## src/rtl/ps2_keypad_rx.sv

```systemverilog
// PS/2 keyboard receiver: sync + glitch filter, 11-bit frame check, E0/F0 prefix decode, event FIFO, digit map.
// Latency: event valid one cycle after the filtered stop-bit edge; backpressure via key_valid_o/key_ready_i, drop + overflow_o when full.
module ps2_keypad_rx #(
    parameter int FILTER_LEN  = 4,
    parameter int TIMEOUT_CYC = 50000,
    parameter int FIFO_DEPTH  = 8
) (
    input  logic                          clk_i,
    input  logic                          rst_i,
    input  logic                          ps2_clk_i,
    input  logic                          ps2_data_i,
    output logic                          key_valid_o,
    input  logic                          key_ready_i,
    output logic [7:0]                    key_code_o,
    output logic                          key_break_o,
    output logic                          key_ext_o,
    output logic                          key_is_digit_o,
    output logic [3:0]                    key_digit_o,
    output logic [$clog2(FIFO_DEPTH):0]   fill_o,
    output logic                          parity_err_o,
    output logic                          frame_err_o,
    output logic                          overflow_o
);

    localparam int AW = $clog2(FIFO_DEPTH);
    localparam int FW = $clog2(FILTER_LEN + 1);
    localparam int TW = $clog2(TIMEOUT_CYC + 1);
    localparam logic [FW-1:0] FLT_MAX = FW'(FILTER_LEN - 1);
    localparam logic [TW-1:0] TO_MAX  = TW'(TIMEOUT_CYC - 1);
    localparam logic [AW:0]   FILL_MAX = (AW+1)'(FIFO_DEPTH);

    typedef enum logic [1:0] {IDLE, DATA, PARITY, STOP} state_t;

    logic          r_clk_s1, r_clk_s2, r_dat_s1, r_dat_s2;
    logic          r_clk_filt;
    logic [FW-1:0] r_flt_cnt;
    logic          r_fall;
    state_t        r_state, w_state_nxt;
    logic [2:0]    r_bit_cnt;
    logic [7:0]    r_shift;
    logic          r_par_bit;
    logic [TW-1:0] r_to_cnt;
    logic          r_ext, r_brk;
    logic          r_parity_err, r_frame_err, r_overflow;
    logic          w_timeout, w_byte_ok, w_par_err, w_frm_err;
    logic          w_push, w_pop, w_full, w_push_ok;

    logic [9:0]    r_mem [FIFO_DEPTH];
    logic [AW-1:0] r_wptr, r_rptr;
    logic [AW:0]   r_fill;
    logic [9:0]    w_head;

    // Input synchronisers and level filter; idle bus is high.
    always_ff @(posedge clk_i) begin
        if (rst_i) begin
            r_clk_s1   <= 1'b1;
            r_clk_s2   <= 1'b1;
            r_dat_s1   <= 1'b1;
            r_dat_s2   <= 1'b1;
            r_clk_filt <= 1'b1;
            r_flt_cnt  <= '0;
            r_fall     <= 1'b0;
        end else begin
            r_clk_s1 <= ps2_clk_i;
            r_clk_s2 <= r_clk_s1;
            r_dat_s1 <= ps2_data_i;
            r_dat_s2 <= r_dat_s1;
            r_fall   <= 1'b0;
            if (r_clk_s2 == r_clk_filt) begin
                r_flt_cnt <= '0;
            end else if (r_flt_cnt == FLT_MAX) begin
                r_flt_cnt  <= '0;
                r_clk_filt <= r_clk_s2;
                r_fall     <= r_clk_filt & ~r_clk_s2;
            end else begin
                r_flt_cnt <= r_flt_cnt + 1'b1;
            end
        end
    end

    assign w_timeout = (r_state != IDLE) && !r_fall && (r_to_cnt == TO_MAX);

    always_ff @(posedge clk_i) begin
        if (rst_i) r_state <= IDLE;
        else       r_state <= w_state_nxt;
    end

    always_comb begin
        w_state_nxt = r_state;
        w_byte_ok   = 1'b0;
        w_par_err   = 1'b0;
        w_frm_err   = 1'b0;
        if (w_timeout) begin
            w_frm_err   = 1'b1;
            w_state_nxt = IDLE;
        end else if (r_fall) begin
            case (r_state)
                IDLE:   if (!r_dat_s2) w_state_nxt = DATA;
                DATA:   if (r_bit_cnt == 3'd7) w_state_nxt = PARITY;
                PARITY: w_state_nxt = STOP;
                STOP: begin
                    w_state_nxt = IDLE;
                    if (!r_dat_s2)                    w_frm_err = 1'b1;
                    else if (!(^{r_shift, r_par_bit})) w_par_err = 1'b1;
                    else                              w_byte_ok = 1'b1;
                end
                default: w_state_nxt = IDLE;
            endcase
        end
    end

    always_ff @(posedge clk_i) begin
        if (rst_i) begin
            r_bit_cnt <= '0;
            r_shift   <= '0;
            r_par_bit <= 1'b0;
            r_to_cnt  <= '0;
        end else begin
            if (r_fall || r_state == IDLE) r_to_cnt <= '0;
            else if (r_to_cnt != TO_MAX)   r_to_cnt <= r_to_cnt + 1'b1;
            if (r_fall) begin
                case (r_state)
                    IDLE: r_bit_cnt <= '0;
                    DATA: begin
                        r_shift   <= {r_dat_s2, r_shift[7:1]};
                        r_bit_cnt <= r_bit_cnt + 1'b1;
                    end
                    PARITY: r_par_bit <= r_dat_s2;
                    default: ;
                endcase
            end
        end
    end

    assign w_push    = w_byte_ok && (r_shift != 8'hE0) && (r_shift != 8'hF0);
    assign w_pop     = key_valid_o && key_ready_i;
    assign w_full    = (r_fill == FILL_MAX);
    assign w_push_ok = w_push && (!w_full || w_pop);

    always_ff @(posedge clk_i) begin
        if (rst_i) begin
            r_ext        <= 1'b0;
            r_brk        <= 1'b0;
            r_parity_err <= 1'b0;
            r_frame_err  <= 1'b0;
            r_overflow   <= 1'b0;
            r_wptr       <= '0;
            r_rptr       <= '0;
            r_fill       <= '0;
        end else begin
            r_parity_err <= w_par_err;
            r_frame_err  <= w_frm_err;
            r_overflow   <= w_push && !w_push_ok;
            if (w_par_err || w_frm_err) begin
                r_ext <= 1'b0;
                r_brk <= 1'b0;
            end else if (w_byte_ok) begin
                if (r_shift == 8'hE0)      r_ext <= 1'b1;
                else if (r_shift == 8'hF0) r_brk <= 1'b1;
                else begin
                    r_ext <= 1'b0;
                    r_brk <= 1'b0;
                end
            end
            if (w_push_ok) r_wptr <= r_wptr + 1'b1;
            if (w_pop)     r_rptr <= r_rptr + 1'b1;
            case ({w_push_ok, w_pop})
                2'b10:   r_fill <= r_fill + 1'b1;
                2'b01:   r_fill <= r_fill - 1'b1;
                default: ;
            endcase
        end
    end

    always_ff @(posedge clk_i) begin
        if (w_push_ok) r_mem[r_wptr] <= {r_ext, r_brk, r_shift};
    end

    assign key_valid_o = (r_fill != '0);
    assign w_head      = key_valid_o ? r_mem[r_rptr] : 10'd0;
    assign key_code_o  = w_head[7:0];
    assign key_break_o = w_head[8];
    assign key_ext_o   = w_head[9];
    assign fill_o      = r_fill;
    assign parity_err_o = r_parity_err;
    assign frame_err_o  = r_frame_err;
    assign overflow_o   = r_overflow;

    // Main-row and keypad digits; extended codes never map.
    always_comb begin
        key_is_digit_o = 1'b0;
        key_digit_o    = 4'd0;
        if (key_valid_o && !w_head[9]) begin
            key_is_digit_o = 1'b1;
            case (w_head[7:0])
                8'h45, 8'h70: key_digit_o = 4'd0;
                8'h16, 8'h69: key_digit_o = 4'd1;
                8'h1E, 8'h72: key_digit_o = 4'd2;
                8'h26, 8'h7A: key_digit_o = 4'd3;
                8'h25, 8'h6B: key_digit_o = 4'd4;
                8'h2E, 8'h73: key_digit_o = 4'd5;
                8'h36, 8'h74: key_digit_o = 4'd6;
                8'h3D, 8'h6C: key_digit_o = 4'd7;
                8'h3E, 8'h75: key_digit_o = 4'd8;
                8'h46, 8'h7D: key_digit_o = 4'd9;
                default:      key_is_digit_o = 1'b0;
            endcase
        end
    end

endmodule

```

## config.mk

```make
export PLATFORM = sky130hd
export DESIGN_NAME = ps2_keypad_rx
export DESIGN_NICKNAME = d
export VERILOG_FILES = /design/src/rtl/ps2_keypad_rx.sv
export SDC_FILE = /design/constraint.sdc
export NUM_CORES = 1
export LEC_CHECK = 0
export CELL_PAD_IN_SITES_DETAIL_PLACEMENT = 1
export CELL_PAD_IN_SITES_GLOBAL_PLACEMENT = 1
export CORE_MARGIN = 2
export CORE_UTILIZATION = 45
export CTS_CLUSTER_SIZE = 40
export DETAILED_ROUTE_END_ITERATION = 10
export PLACE_DENSITY = 0.81
export SETUP_SLACK_MARGIN = 0.4
export SLEW_MARGIN = 20
export SYNTH_ARGS = -nofsm -noshare
export SYNTH_HDL_FRONTEND = slang
export SYNTH_SLANG_ARGS = --single-unit
```

## constraint.sdc

```tcl
create_clock -name clk_i -period 3.69 [get_ports clk_i]
set_input_delay 0.369 -clock clk_i [delete_from_list [all_inputs] [get_ports clk_i]]
set_output_delay 0.369 -clock clk_i [all_outputs]
set_load 0.01 [all_outputs]
```

Word level (Yosys, flattened, before mapping)
Memory sizes are Yosys's and may differ from the RTL's. A register that Yosys moved wholly into a read port is not among the register bits.
Index checks and enable logic that the tools add are counted.
{"block": "word_totals", "ff_bits": 54, "ram_bits": 80, "input_bits": 5, "output_inout_bits": 23, "word_cells": 145, "mem_count": 1}
{"memory": "r_mem", "words": 8, "width": 10, "read_ports": 1, "rd_clocked_by_memory_dff": 1, "write_ports": 1, "line": "48", "source": "logic [9:0] r_mem [FIFO_DEPTH];"}
{"block": "op_classes", "add_sub_neg": 7, "n_eq_ne": 38, "muxes": 31, "n_bitwise": 5, "reduce_logical": 43}
{"op": "$eq 8x7->1 const B", "count": 12}
{"op": "$eq 8x6->1 const B", "count": 6}
{"op": "$pmux 4 s9", "count": 1}
{"op": "$reduce_or 2->1", "count": 12}
{"op": "$mux 1", "count": 21}
{"op": "$reduce_or 20->1", "count": 1}
{"op": "$add 16x1->16 const B", "count": 1}
{"op": "$eq 16x16->1 const B", "count": 1}
{"op": "$eq 8x5->1 const B", "count": 2}
{"op": "$eq 8x8->1 const B", "count": 2}
{"op": "$ne 16x16->1 const B", "count": 1}
{"op": "$ne 8x8->1 const B", "count": 2}
{"op": "$add 3x1->3 const B", "count": 4}
{"op": "$reduce_and 2->1", "count": 6}
{"op": "$mux 10", "count": 1}
{"op": "$reduce_xor 9->1", "count": 1}
{"op": "$logic_and 1x1->1", "count": 8}
{"op": "$pmux 2 s4", "count": 1}
{"op": "$pmux 4 s2", "count": 1}
{"op": "$eq 2x2->1 const B", "count": 3}
{"op": "$mux 3", "count": 2}
{"op": "$ne 2x2->1 const B", "count": 3}
{"op": "$pmux 3 s2", "count": 1}
{"op": "$reduce_bool 2->1", "count": 3}
{"op": "17 further kinds", "count": 28}

Logic depth before layout (Yosys ltp)
{"block": "logic_depth", "word_depth": 11, "mapped_depth": 13, "ltp_nobuf": 13}

Least setup slack after synthesis
No wires, ideal clock.
{"block": "synth_path", "path_kind": "register -> register", "start": "reg r_shift[4]", "end": "mem r_mem[0][0] (enable)", "setup_time_ps": 390, "arrival_ps": 2637, "t_required_ps": 3300, "slack_ps": 664, "stages_incl_launch_ff": 8, "n_path_buf": 0, "period_less_slack_ps": 3026, "path_cell_list": "dfxtp_1 xnor2_1 xnor3_1 xnor2_1 and4_4 and3_1 nand2b_1 nor3_1"}
{"block": "synth_via", "elab_chain_cells": 11, "word_cells_on_any_way": 13, "cone_classes": "eq/ne (2); mux (7); reduce/logical (4)"}
{"item": "start, declared", "line": "40", "source": "logic [7:0] r_shift;"}
{"item": "start signal, assigned", "line": "125", "source": "r_shift <= {r_dat_s2, r_shift[7:1]};"}
{"item": "$reduce_xor 9->1", "line": "104", "source": "else if (!(^{r_shift, r_par_bit})) w_par_err = 1'b1;"}
{"item": "$mux 1", "line": "104"}
{"item": "$mux 1", "line": "103", "source": "if (!r_dat_s2) w_frm_err = 1'b1;"}
{"item": "$mux 1", "line": "97", "source": "case (r_state)"}
{"item": "$mux 1", "line": "96", "source": "end else if (r_fall) begin"}
{"item": "$mux 1", "line": "93", "source": "if (w_timeout) begin"}
{"item": "$logic_and 1x1->1", "line": "135", "source": "assign w_push = w_byte_ok && (r_shift != 8'hE0) && (r_shift != 8'hF0);"}
{"item": "$logic_and 1x1->1 *", "line": "135"}
{"item": "$logic_and 1x1->1 *", "line": "138", "source": "assign w_push_ok = w_push && (!w_full || w_pop);"}
{"item": "$mux 1 *", "line": "176", "source": "if (w_push_ok) r_mem[r_wptr] <= {r_ext, r_brk, r_shift};"}
{"item": "$mux 1 (not written as such) *", "line": "176"}
{"item": "end, declared", "line": "48"}
Mark *: on every way between the ends. The rest lies on a longest branch, timed or not.

==> results.md <==
* Initial Utilization at a little under half
* WHS Path Cells at 1
* Net Sw Frac at around a fifth
* CTS tree: yes
* Syn Std Cell Area at ~6300 um2
* Layout cell share with drive strength beyond 1 at 25.2%
* Post-Syn Nets at 553
* Die H at between 100 and 150 um
* Fill cells at between 1000 and 1500
* Startpoint types: register
* Critical Path AT at between 3 and 4 ns
* Width of the die at approximately 120 um
* Vias in the first global route at approximately 4800
* Final Total Pwr at roughly 3.4 mW
* Number of flops mapped to enable cells by yosys at 80
* WL/cell at 21.5 um
* RSZ-0062 raised after global routing: yes
* Drt drc at 0
* CP max FO at 6
* Total number of vias at ~4500
* 1st-iter DRT viols at roughly 270
* Initial antenna violation count at 0
* Register area share after synthesis at a little under three fifths
* Seq pwr share at between 40% and 50%
* Synth async-reset ratio at 0%
* Ant. Diodes at 0
* Period utilization at between 90% and 100%
* PortBufs at 27
* Worst-Margin Slew at between 0.5 and 0.6 ns
* Post-route cell area at a little under 8000 um2
* Max-cap violation count at 0
* Area grow syn2layout at 25.9%
* CTS Buf Count at 17
* Clk pwr share at roughly 53%
* Gate power share at less than 1%
* Clk root buf: clkbuf_16
* Netlist cell types at 68
* Post-Synthesis Cells at roughly 530
* Top cells by area, synth: edfxtp_1 (38%), dfxtp_1 (18%), mux2i_1 (4.8%)
* Most frequent cell after synthesis: edfxtp_1
* Tmin final at 3.46 ns
* Routed vias/inst at ~5.7
* Placed instance area at approximately 6800 um2
* Routability cong. at roughly 0.96
* Final Setup Violations at 0
* P_int at about 2.7 mW
* Final instance count without filler cells at between 700 and 800
* First-pass GRT wire length at between 20 and 30 mm
* #FFs+latches synth at 137
* Global routing's busiest layer: met2
* Clock tree buffer depth at 2
* Yosys warnings at 0
* Overall routed net length at between 15 and 20 mm
* GRT met1 Usage at roughly 27%
* Latest clock arrival within the worst-skew pair at 0.42 ns
* GRT Overall Usage at a little under a quarter
* Path depth of the worst reg2reg path at 13
* Pin count of the biggest net entering global routing at 36
* Kind of critical path: reg -> out
* Peak Freq at roughly 290 MHz
* Hold Path Class: reg -> reg
* Worst slew margin at approximately 65%
* CTS HTree Levels at 4
* Pre-antenna DRT Iters at 5
* CP Data Required Time at around 3.3 ns
* Placed insts at 740
* Synth Flop Type: edfxtp_1
* CTS sink cnt at between 100 and 150
* Synth top cells by count: edfxtp_1 (80), dfxtp_1 (57), nor2_1 (55)
* DPL Wire Length at 10.6 mm
* Hold Fails Final Rpt at 0
* Yosys top cell by area: edfxtp_1
* FP Rows at 43
* CTS Hold Bufs at 0
* Die area at 15000 um2
* Post-DRT Antenna Nets at 0
* Power Density at approximately 430 nW/um2
* Switching power at slightly below 700 uW
* VDD IR max at roughly 0.3 mV
* Worst Clk Skew at ~0.011 ns
* Clock-pin slew on the worst setup and hold paths at around 0.060 ns
* Core area at roughly 14000 um2
* Number of max-slew violations in the final report at 0
* Met3 GRT Util at ~4.7%
* Top cell type's share of synthesized area at between 30% and 40%
* CP endpoint kind: output pin
* Synth Area per Inst at between 10 and 15 um2
* Grt ovf at 0
* Status: completed
* Final Net Count at around 630
* Setup tns final at 0 ns
* Leak at about 2.8 nW
* Fin Hold WS at slightly above 0.4 ns
* Grt met2 use at about two fifths
* Boundary pin count at 28
worst paths after layout:
check / start / end / slack [ns]
max: register / key_is_digit_o / 0.23
min: r_dat_s1 / r_dat_s2 / 0.41
max reg2reg: r_shift[6] / fill_o[3] / 0.57
min reg2reg: r_dat_s1 / r_dat_s2 / 0.41
through the flow:
step / setup slack, ns / util, %
after floorplan: 0.664 / -
after global routing: 0.126 / 57.6
final: 0.233 / 57.6
after CTS: 0.302 / 55.9
after global placement: 0.221 / 49.5
after detailed placement: 0.00497 / 49.5
layout by cell type, fill, tap and decap left out, types with 6 or more instances in the layout:
master,netlist,layout
o21ai_0,8,8
buf_6,3,8
edfxtp_1,80,80
buf_4,2,34
nor3_1,17,15
mux2i_1,30,20
mux4_2,8,8
clkinvlp_4,0,6
and3_1,10,9
clkdlybuf4s50_1,0,22
inv_1,10,10
mux2i_2,0,6
or2_2,6,6
a22oi_1,8,6
nor2_1,55,54
xnor2_1,11,10
nand3_1,21,20
clkbuf_16,0,17
xor2_1,13,13
nand2_1,50,50
nand2b_1,9,9
mux2i_4,2,6
ha_1,14,14
dfxtp_1,57,52
a21oi_1,22,21
sequential cells by signal, summed over array words and instances, names as in the netlist, 2 cells and up, named ones only:
| register | count |
|---|---|
| fill_o | 4 |
| r_bit_cnt | 3 |
| r_flt_cnt | 3 |
| r_mem | 80 |
| r_rptr | 3 |
| r_shift | 8 |
| r_state | 2 |
| r_to_cnt | 16 |
| r_wptr | 3 |
logic make-up (layout without fill, tap and decap cells):
| logic type | after synthesis | after routing | synth area share, % |
|---|---|---|---|
| AOI/OAI and AO/OA | 62 | 62 | 6.74 |
| muxes | 47 | 47 | 9.66 |
| adders and majority gates | 15 | 15 | 3.10 |
| xor gates and xnor gates | 26 | 26 | 3.96 |
| DFF | 137 | 137 | 56.3 |
| buffers and inverters | 32 | 117 | 2.68 |
| and+or+nand+nor | 214 | 214 | 17.6 |
area by class of cell:
class	instances	area, um2	share of cell area [%]
clock buffer	18	429	5.41
clock inverter	14	196	2.48
inverter	13	51.3	0.647
multi-input combinational	364	2820	35.5
sequential	137	3550	44.8
tap	180	225	2.84
timing repair buffer	72	653	8.24
power by group through the flow:
stage               registers, mW  logic (mW)  clock network (mW)
CTS                          1.60      0.0187                1.81
floorplan                    1.64      0.0103                   0
detailed placement           1.64      0.0186                   0
finish                       1.60      0.0185                1.80
global route                 1.60      0.0208                1.88
global placement             1.64      0.0181                   0
critical path: stages, from the launching register on:
cell	delay (ns)
dfxtp_4	0.40
buf_6	0.11
buf_6	0.09
mux4_2	0.54
mux2i_4	0.21
or2b_4	0.20
inv_4	0.06
and3_4	0.17
o2111ai_4	0.23
o21ai_4	0.12
a211oi_4	0.25
a41oi_2	0.12
buf_2	0.16
timing repair:
item                       in CTS  in global routing
buffers inserted               20                  5
pin swaps                      11                 12
setup endpoints to repair       6                  6
cloned                          1                  0
resized for setup              41                 40
layer usage:
layer | vias up | wire length [um]
met5 | - | 0
met4 | 0 | 411
met3 | 35 | 674
met2 | 109 | 9080
met1 | 2303 | 7000
li1 | 2093 | -
Power figures use the tool's default switching activity.
